==> src/rtl/control_unit.sv <==
// Fetch/execute sequencer that drives every datapath strobe from the registered state and IR.
// Optional CTRL_MEMWAIT_EN adds Mem_ready and stretches memory steps until it is sampled high.
module control_unit (
    input  logic        Clock,
    input  logic        Clear,
    input  logic [31:0] IR,
    input  logic        CON_FF,
    input  logic        Stop,
`ifdef CTRL_MEMWAIT_EN
    input  logic        Mem_ready,
`endif
    output logic        PCout, PCin, IncPC, MARin, MDRin, MDRout, IRin,
    output logic        Yin, ZHighin, ZLowin, ZHighout, ZLowout,
    output logic        HIin, HIout, LOin, LOout, Cout, InPort, OutPort,
    output logic        Gra, Grb, Grc, Rin, Rout, BAout,
    output logic        CON_in, Read, Write,
    output logic [4:0]  OP,
    output logic        Run
);

    localparam logic [4:0] OPC_LD   = 5'd0,  OPC_LDI  = 5'd1,  OPC_ST   = 5'd2;
    localparam logic [4:0] OPC_MUL  = 5'd15, OPC_DIV  = 5'd16, OPC_NEG  = 5'd17;
    localparam logic [4:0] OPC_NOT  = 5'd18, OPC_BR   = 5'd19, OPC_JR   = 5'd20;
    localparam logic [4:0] OPC_IN   = 5'd22, OPC_OUT  = 5'd23, OPC_MFHI = 5'd24;
    localparam logic [4:0] OPC_MFLO = 5'd25, OPC_HALT = 5'd27;

    typedef enum logic [3:0] {
        S_RESET, S_T0, S_T1, S_T2, S_T3, S_T4, S_T5, S_T6, S_T7, S_HALT
    } state_t;

    state_t     state, state_next, boundary;
    logic [4:0] opcode;
    logic [4:0] alu_op;
    logic [2:0] exec_len;
    logic       is_rtype, is_imm, is_unary, is_muldiv, is_mem;
    logic       mem_ok;
    logic       ir_unused;

    assign opcode    = IR[31:27];
    assign ir_unused = ^IR[26:0];
    assign is_rtype  = (opcode >= 5'd3) && (opcode <= 5'd11);
    assign is_imm    = (opcode >= 5'd12) && (opcode <= 5'd14);
    assign is_unary  = (opcode == OPC_NEG) || (opcode == OPC_NOT);
    assign is_muldiv = (opcode == OPC_MUL) || (opcode == OPC_DIV);
    assign is_mem    = (opcode <= OPC_ST);
    // Stop is only consulted where an instruction would hand back to fetch.
    assign boundary  = Stop ? S_HALT : S_T0;

`ifdef CTRL_MEMWAIT_EN
    assign mem_ok = Mem_ready;
`else
    assign mem_ok = 1'b1;
`endif

    always_comb begin
        exec_len = 3'd0;
        if (is_rtype || is_imm || opcode == OPC_LDI)
            exec_len = 3'd3;
        else if (is_muldiv || opcode == OPC_BR)
            exec_len = 3'd4;
        else if (opcode == OPC_LD || opcode == OPC_ST)
            exec_len = 3'd5;
        else if (is_unary)
            exec_len = 3'd2;
        else if (opcode inside {OPC_JR, OPC_IN, OPC_OUT, OPC_MFHI, OPC_MFLO})
            exec_len = 3'd1;
    end

    always_comb begin
        alu_op = 5'b00000;
        case (opcode)
            5'd4:        alu_op = 5'b00001;
            5'd5, 5'd13: alu_op = 5'b00100;
            5'd6, 5'd14: alu_op = 5'b00101;
            5'd7:        alu_op = 5'b00110;
            5'd8:        alu_op = 5'b00111;
            5'd9:        alu_op = 5'b01000;
            5'd10:       alu_op = 5'b01001;
            5'd11:       alu_op = 5'b01010;
            OPC_MUL:     alu_op = 5'b01011;
            OPC_DIV:     alu_op = 5'b01100;
            OPC_NEG:     alu_op = 5'b00011;
            OPC_NOT:     alu_op = 5'b00010;
            default:     alu_op = 5'b00000;
        endcase
    end

    always_ff @(posedge Clock or negedge Clear) begin
        if (!Clear)
            state <= S_RESET;
        else
            state <= state_next;
    end

    always_comb begin
        state_next = state;
        case (state)
            S_RESET: state_next = boundary;
            S_T0:    state_next = S_T1;
            S_T1:    if (mem_ok) state_next = S_T2;
            S_T2: begin
                if (opcode == OPC_HALT)
                    state_next = S_HALT;
                else
                    state_next = (exec_len == 3'd0) ? boundary : S_T3;
            end
            S_T3:    state_next = (exec_len == 3'd1) ? boundary : S_T4;
            S_T4:    state_next = (exec_len == 3'd2) ? boundary : S_T5;
            S_T5:    state_next = (exec_len == 3'd3) ? boundary : S_T6;
            S_T6:    if (opcode != OPC_LD || mem_ok)
                         state_next = (exec_len == 3'd4) ? boundary : S_T7;
            S_T7:    if (opcode != OPC_ST || mem_ok) state_next = boundary;
            S_HALT:  state_next = S_HALT;
            default: state_next = S_RESET;
        endcase
    end

    always_comb begin
        PCout = 1'b0; PCin = 1'b0; IncPC = 1'b0; MARin = 1'b0; MDRin = 1'b0;
        MDRout = 1'b0; IRin = 1'b0; Yin = 1'b0; ZHighin = 1'b0; ZLowin = 1'b0;
        ZHighout = 1'b0; ZLowout = 1'b0; HIin = 1'b0; HIout = 1'b0; LOin = 1'b0;
        LOout = 1'b0; Cout = 1'b0; InPort = 1'b0; OutPort = 1'b0; Gra = 1'b0;
        Grb = 1'b0; Grc = 1'b0; Rin = 1'b0; Rout = 1'b0; BAout = 1'b0;
        CON_in = 1'b0; Read = 1'b0; Write = 1'b0; OP = 5'b00000;
        Run = (state != S_RESET) && (state != S_HALT);
        case (state)
            S_T0: begin PCout = 1'b1; MARin = 1'b1; IncPC = 1'b1; end
            S_T1: begin PCin = 1'b1; Read = 1'b1; MDRin = 1'b1; end
            S_T2: begin MDRout = 1'b1; IRin = 1'b1; end
            S_T3: begin
                if (is_rtype || is_imm) begin
                    Grb = 1'b1; Rout = 1'b1; Yin = 1'b1;
                end else if (is_unary) begin
                    Grb = 1'b1; Rout = 1'b1; OP = alu_op; ZLowin = 1'b1;
                end else if (is_muldiv) begin
                    Gra = 1'b1; Rout = 1'b1; Yin = 1'b1;
                end else if (is_mem) begin
                    Grb = 1'b1; BAout = 1'b1; Yin = 1'b1;
                end else begin
                    case (opcode)
                        OPC_BR:   begin Gra = 1'b1; Rout = 1'b1; CON_in = 1'b1; end
                        OPC_JR:   begin Gra = 1'b1; Rout = 1'b1; PCin = 1'b1; end
                        OPC_IN:   begin InPort = 1'b1; Gra = 1'b1; Rin = 1'b1; end
                        OPC_OUT:  begin Gra = 1'b1; Rout = 1'b1; OutPort = 1'b1; end
                        OPC_MFHI: begin HIout = 1'b1; Gra = 1'b1; Rin = 1'b1; end
                        OPC_MFLO: begin LOout = 1'b1; Gra = 1'b1; Rin = 1'b1; end
                        default:  ;
                    endcase
                end
            end
            S_T4: begin
                if (is_rtype) begin
                    Grc = 1'b1; Rout = 1'b1; OP = alu_op; ZLowin = 1'b1;
                end else if (is_imm || is_mem) begin
                    Cout = 1'b1; OP = alu_op; ZLowin = 1'b1;
                end else if (is_unary) begin
                    ZLowout = 1'b1; Gra = 1'b1; Rin = 1'b1;
                end else if (is_muldiv) begin
                    Grb = 1'b1; Rout = 1'b1; OP = alu_op; ZHighin = 1'b1; ZLowin = 1'b1;
                end else if (opcode == OPC_BR) begin
                    PCout = 1'b1; Yin = 1'b1;
                end
            end
            S_T5: begin
                if (is_rtype || is_imm || opcode == OPC_LDI) begin
                    ZLowout = 1'b1; Gra = 1'b1; Rin = 1'b1;
                end else if (is_muldiv) begin
                    ZLowout = 1'b1; LOin = 1'b1;
                end else if (opcode == OPC_LD || opcode == OPC_ST) begin
                    ZLowout = 1'b1; MARin = 1'b1;
                end else if (opcode == OPC_BR) begin
                    Cout = 1'b1; OP = alu_op; ZLowin = 1'b1;
                end
            end
            S_T6: begin
                if (is_muldiv) begin
                    ZHighout = 1'b1; HIin = 1'b1;
                end else if (opcode == OPC_LD) begin
                    Read = 1'b1; MDRin = 1'b1;
                end else if (opcode == OPC_ST) begin
                    Gra = 1'b1; Rout = 1'b1; MDRin = 1'b1;
                end else if (opcode == OPC_BR && CON_FF) begin
                    ZLowout = 1'b1; PCin = 1'b1;
                end
            end
            S_T7: begin
                if (opcode == OPC_LD) begin
                    MDRout = 1'b1; Gra = 1'b1; Rin = 1'b1;
                end else if (opcode == OPC_ST) begin
                    Write = 1'b1;
                end
            end
            default: ;
        endcase
    end

endmodule

==> config.mk <==
export PLATFORM = sky130hd
export DESIGN_NAME = control_unit
export DESIGN_NICKNAME = d
export VERILOG_FILES = /design/src/rtl/control_unit.sv
export SDC_FILE = /design/constraint.sdc
export NUM_CORES = 1
export LEC_CHECK = 0
export CORE_MARGIN = 5
export CORE_UTILIZATION = 55
export CTS_CLUSTER_DIAMETER = 120
export DETAILED_ROUTE_END_ITERATION = 8
export DONT_BUFFER_PORTS = 1
export GPL_ROUTABILITY_DRIVEN = 0
export GPL_TIMING_DRIVEN = 0
export HOLD_SLACK_MARGIN = 0.15
export MAX_ROUTING_LAYER = met4
export PLACE_DENSITY = 0.8
export SLEW_MARGIN = 10
export SYNTH_ARGS = -nofsm -noshare
export SYNTH_HDL_FRONTEND = slang
export SYNTH_SLANG_ARGS = --single-unit
export TNS_END_PERCENT = 10
==> constraint.sdc <==
create_clock -name Clock -period 1.8 [get_ports Clock]
set_input_delay 0.09 -clock Clock [delete_from_list [all_inputs] [get_ports Clock]]
set_output_delay 0.09 -clock Clock [all_outputs]
set_load 0.01 [all_outputs]
==> results of run 1 <==
power groups by stage:
stage	combinational, uW	sequential [uW]	clock (uW)
finish	907	189	118
global placement	638	165	0
CTS	771	187	115
global route	974	194	128
detailed placement	653	168	0
floorplan	536	156	0
through the flow:
| step | power [uW] | utilization, % | std cells | TNS (ns) | hold WS, ns |
|---|---|---|---|---|---|
| after floorplan | 692.3 | - | 182 | 0 | -0.2056 |
| after global placement | 802.6 | 60.89 | 209 | -0.4899 | -0.2055 |
| after detailed placement | 821.6 | 60.89 | 209 | -1.396 | -0.2055 |
| after CTS | 1073 | 68.87 | 217 | -0.1204 | 0.1600 |
| after global routing | 1296 | 74.81 | 224 | -0.6339 | 0.1815 |
| final | 1214 | 74.81 | 224 | -0.09230 | 0.1610 |
final cells by class:
| type | instances | share of cell area [%] |
|---|---|---|
| Multi-Input combinational cell | 155 | 72.70 |
| Buffer | 14 | 6.534 |
| Inverter | 7 | 1.737 |
| Clock buffer | 3 | 1.489 |
| Timing Repair Buffer | 14 | 8.519 |
| Sequential cell | 4 | 6.782 |
| Tap cell | 27 | 2.233 |
cell usage in the layout (no fill, tap or decap), drive strengths merged, types with 3 or more instances in the layout:
master	netlist	final
a211oi	3	3
a21oi	8	8
a31oi	5	5
and2	3	3
and3	4	4
buf	11	22
clkbuf	5	6
dfrtp	4	4
dlygate4sd3	0	3
ha	5	5
inv	7	7
nand2	18	18
nand2b	8	8
nand3	6	6
nand4	6	6
nor2	23	23
nor2b	5	5
nor3	9	9
o211ai	3	3
o21ai	16	16
o22a	3	3
or2	3	3
or3	4	4
layer usage:
layer,wire (um),up-vias,global-route usage [%]
met3,371,17,4.358
met2,2095,109,44.06
met1,1561,694,29.64
li1,-,693,-
met4,121,0,11.19
met5,0,-,-
final timing paths:
| path | startpoint | end | slack [ns] |
|---|---|---|---|
| min in group asynchronous | Clear | state[2]$_DFF_PN0_ | 0.67 |
| setup reg to reg | state[3]$_DFF_PN0_ | state[3]$_DFF_PN0_ | 0.14 |
| hold / removal | Stop | state[3]$_DFF_PN0_ | 0.16 |
| max in group asynchronous | Clear | state[3]$_DFF_PN0_ | 0.94 |
| setup / recovery | state[3]$_DFF_PN0_ | OP[1] | -0.08 |
| hold reg to reg | state[2]$_DFF_PN0_ | state[1]$_DFF_PN0_ | 0.75 |
cell families (layout without fill, tap and decap cells):
logic type | Yosys count | after routing | synth area share (%)
AND/OR/NAND/NOR | 95 | 95 | 41.69
AO/OA/AOI/OAI | 52 | 52 | 32.18
buffers and inverters | 23 | 38 | 10.55
adder cells (fa/ha/maj) | 5 | 5 | 5.225
flip-flops | 4 | 4 | 8.360
other | 1 | 1 | 0.3132
XOR/XNOR | 1 | 1 | 0.7316
multiplexers | 1 | 1 | 0.9404
timing repair:
| item | in CTS | in global routing |
|---|---|---|
| buffers inserted | 4 | 8 |
| hold buffers | 3 | 0 |
| endpoints found under the hold margin | 5 | 0 |
| pin swaps | 5 | 5 |
| setup endpoints to repair | 29 | 16 |
| gates resized for setup | 20 | 16 |
worst max-delay path: stages, from the launching register on:
cell and delay [ns]:
dfrtp_2 0.42, nand2b_4 0.15, or3_4 0.37, nor2_4 0.14
a221oi_4 0.05, buf_6 0.16, a211oi_4 0.25
==> results.cfg, run 1 <==
[finish]
stdcell_area_um2 = 1513
final_nets = 240
syn2layout_area_growth_pct = 26.33
largest_register_ffs = 4
reg_top3 = state x4
drive_above_1_share_pct = 30.96
register_area_um2 = 102.6
num-fill-cells = 163
multi_input_area_um2 = 1100
n_antenna_cell = 0
largest-register = state

[yosys]
async_flop_share_pct = 100.0
synth_area_leaders = dfrtp_1 8.4%, nor2_1 6.9%, nand2_1 5.6%
synth_area_um2 = 1197
synth_top_area_share_pct = 8.359
yosysUniqueCellTypes = 52
synth_most_common_cell = nor2_1
yosys_warnings = 0
synth_largest_area_cell = dfrtp_1
postSynthAreaPerCell_um2 = 6.579
synth-edff-count = 0
ys.flop_type = dfrtp_1
syn_nets = 223
synth-seq-cells = 4
yosysSeqAreaShare_pct = 8.359
syn-instance-count = 182
synthTopCellsByCount = 22 x nor2_1, 18 x nand2_1, 12 x o21ai_0

[global_route]
overflow = 0
antenna_found_initial = 0
grt_pass1_wl_um = 6630
grt_pass1_vias = 1449
grt_max_degree = 11
track_usage_pct = 25.91

[floorplanning]
die_h_um = 56.66
ioPinCount = 70
die_area_um2 = 3210
initial_core_util_pct = 59.22
num_rows = 16
core_um2 = 2022
die_w_um = 56.66

[sta]
hold_viol_final = 0
tightest_slew_ns = 0.5599
max-slew-margin-rel_pct = 62.47
setup-violations-final = 2
slew_viol_final = 0
min_period_over_period_pct = 104.4
fin_ws_ns = -0.07992
rsz0062_at_grt = true
period_needed_ns = 1.880
clock.fmax_mhz = 531.9
fin_skew_ns = 0.007167

[placement]
place_hpwl_um = 2977
dpl_cell_area_um2 = 1231
port_buffers = 0
pre_cts_ws_ns = -0.1724

[pwr]
power.density_nw_per_um2 = 802.4
power.clock.fraction_pct = 9.7
leakage_uw = 0.0005898
internal_power_uw = 589.1
switching_share_pct = 51.46
comb_power_share_pct = 74.7
p_switching_uw = 624.6
ir_drop_mv = 0.5657
power_frac_seq_pct = 15.6

[routing]
drt-initial-drc-count = 73
via_per_inst = 6.754
drt_wl_total_um = 4150
vias = 1513
wl_per_cell_um = 18.53
dr.pass1.iters = 6
ant_nets = 0
route.detailed.drc = 0

[worst_setup_path]
crit_required_ns = 1.71
cp-end-kind = primary output
worst-r2r-cell-count = 7
crit_arrival_ns = 1.79
critPathKind = reg -> out
worst_setup_path_start_kind = flip-flop
cp_max_fo = 5

[run_status]
violations = negative setup slack
run_status = finished, violations left

[clock_tree]
h-tree-depth = 1
clk_path_buf_depth = 2
clk_latency_ns = 0.24
numClockSinks = 4
cts_tree = done
path_clk_slew_ns = 0.04
cts_inserted_buffers = 3
cts_root_buf = clkbuf_4

[hold_path]
hold_path_depth = 3
min_path_type = in -> reg

[flow_run]
max_cap_viol_count = 0
Note: power is estimated with default switching activity, not from simulation.
==> run 2, diff against run 1 <==
Settings changed: GPL_TIMING_DRIVEN 0 to 1.
==> run 2 against run 1 <==
  * The run still ends with negative setup slack left
  * Register-to-register slack barely moved
  * Total power fell by 10%
  * Sequential power rose by 29%
  * Cell count decreased by 3.1%
  * Clock power up 3%
  * Clock skew rose by 0.0013 ns
  * Die area unchanged
  * First-iteration DRC count increased by 40%
  * Count of clock-buffer cells in the layout did not move
  * Design area fell by 7.3%
  * Critical endpoint unchanged
==> results.cfg, run 2 (synthesis results as in run 1) <==
[worst_setup_path]
crit_arrival_ns = 1.79
slowest_delay_ns = 0.44
crit_required_ns = 1.71
critPathSlowestCell = dfrtp_2
cp_cell_sequence = nand2b_4 -> or3_4 -> nor2_4 -> a221oi_4 -> a211oi_2
critPathKind = reg -> out
cp-end-kind = primary output
worst_setup_path_start_kind = flip-flop
cp_max_fo = 5

[sta]
min_period_over_period_pct = 104.6
fin_skew_ns = 0.008440
setup_tns_ns = -0.1523
hold_viol_final = 0
period_needed_ns = 1.882
setup-violations-final = 4
max-slew-margin-rel_pct = 59.93
tightest_slew_ns = 0.5977
fin_ws_ns = -0.08238
rsz0062_at_grt = true
slew_viol_final = 0
clock.fmax_mhz = 531.2

[floorplanning]
die_w_um = 56.66
core_um2 = 2022
num_rows = 16
die_h_um = 56.66
ioPinCount = 70
die_area_um2 = 3210
initial_core_util_pct = 59.22

[global_route]
overflow = 0
grt_max_degree = 22
grt_pass1_vias = 1335
antenna_found_initial = 0
grt_pass1_wl_um = 6396
track_usage_pct = 24.59

[routing]
drt-initial-drc-count = 102
via_per_inst = 6.876
ant_nets = 0
dr.pass1.iters = 5
vias = 1492
wl_per_cell_um = 17.82
drt_wl_total_um = 3866
route.detailed.drc = 0

[run_status]
run_status = finished, violations left
violations = negative setup slack

[clock_tree]
cts_tree = done
clk_path_buf_depth = 2
numClockSinks = 4
clk_latency_ns = 0.25
cts_inserted_buffers = 3
cts_root_buf = clkbuf_4
h-tree-depth = 1
path_clk_slew_ns = 0.04

[flow_run]
max_cap_viol_count = 0

[pwr]
power.clock.fraction_pct = 11.2
leakage_uw = 0.0005415
ir_drop_mv = 0.4989
comb_power_share_pct = 66.3
p_switching_uw = 558.8
internal_power_uw = 529.0
switching_share_pct = 51.37
power_frac_seq_pct = 22.4
power.density_nw_per_um2 = 775.5

[finish]
syn2layout_area_growth_pct = 17.14
largest-register = state
n_antenna_cell = 0
largest_register_ffs = 4
final_util_pct = 69.37
final_nets = 233
reg_top3 = state x4
final_cell_mix = 21 x nor2_1, 18 x buf_4, 17 x nand2_1, 11 x o21ai_0, 7 x a21oi_1
final_common_cell = nor2_1
stdcell_area_um2 = 1403
drive_above_1_share_pct = 27.37

[placement]
port_buffers = 0
dpl_cell_area_um2 = 1221
place_hpwl_um = 2767
pre_cts_ws_ns = 0.01857

[hold_path]
min_path_type = in -> reg
run 2: cell types whose count changed in the layout (fill, tap and decap cells not counted), moves of 2 or more:
cell      before  now
dfrtp_1        2    0
buf_2          4    0
o21ai_1        5    3
o21ai_0        9   11
nor2b_1        2    4
nor3_4         2    0
buf_6          4    0
nor3_1         3    6
clkbuf_1       2    0
buf_4         13   18
nor2b_2        2    0
dfrtp_2        2    4
run 2: what timing repair did:
item,in CTS,in global routing
buffers inserted,0,6
pin swaps,2,7
hold buffers,3,0
endpoints found under the setup margin,12,16
resized for setup,8,14
hold endpoints to repair,5,0
run 2: layout make-up:
| type | count | area (um2) |
|---|---|---|
| Inverter | 7 | 26.28 |
| Fill cell | 169 | 619.3 |
| Sequential cell | 4 | 105.1 |
| Clock buffer | 3 | 22.52 |
| Multi-Input combinational cell | 155 | 1050 |
| Tap cell | 27 | 33.78 |
| Timing Repair Buffer | 21 | 165.2 |
run 2: layer usage:
metal  track usage [%]  part of all wire, %  vias up
met5                 -                    0        -
met4             11.53                  2.7        0
met3             3.899                  8.8       13
met2             38.28                   48      112
met1             30.83                   40      689
li1                  -                    -      678
run 2: power groups by stage:
| stage | registers, uW | clock network, uW | logic [uW] |
|---|---|---|---|
| 2_1_floorplan | 156 | 0 | 536 |
| 3_3_place_gp | 211 | 0 | 603 |
| 3_5_place_dp | 214 | 0 | 620 |
| 4_1_cts | 219 | 123 | 643 |
| 5_1_grt | 248 | 128 | 780 |
| 6_report | 244 | 122 | 721 |
run 2: worst paths after layout:
kind                                      end  depth (start not counted)  slack, ns               start
max in group asynchronous  state[0]$_DFF_PN0_                          2       0.97               Clear
hold / removal             state[3]$_DFF_PN0_                          3       0.19              IR[31]
min in group asynchronous  state[3]$_DFF_PN0_                          2       0.64               Clear
hold reg to reg            state[1]$_DFF_PN0_                          3       0.72  state[3]$_DFF_PN0_
setup reg to reg           state[3]$_DFF_PN0_                          6       0.13  state[3]$_DFF_PN0_
setup / recovery                        OP[1]                          5      -0.08  state[3]$_DFF_PN0_
run 2: through the flow:
step / cells / hold slack [ns] / total power (uW)
floorplan: 182 / -0.2056 / 692.3
global placement: 205 / -0.2055 / 813.8
detailed placement: 205 / -0.2055 / 834.3
CTS: 211 / 0.1754 / 984.4
global route: 217 / 0.2040 / 1157
finish: 217 / 0.1864 / 1088
run 2: worst max-delay path: cells and delay by family, from the launching register on:
family	cells	cell delay, ns
DFF	1	0.44
and+or+nand+nor	3	0.72
AOI/OAI and AO/OA	2	0.37
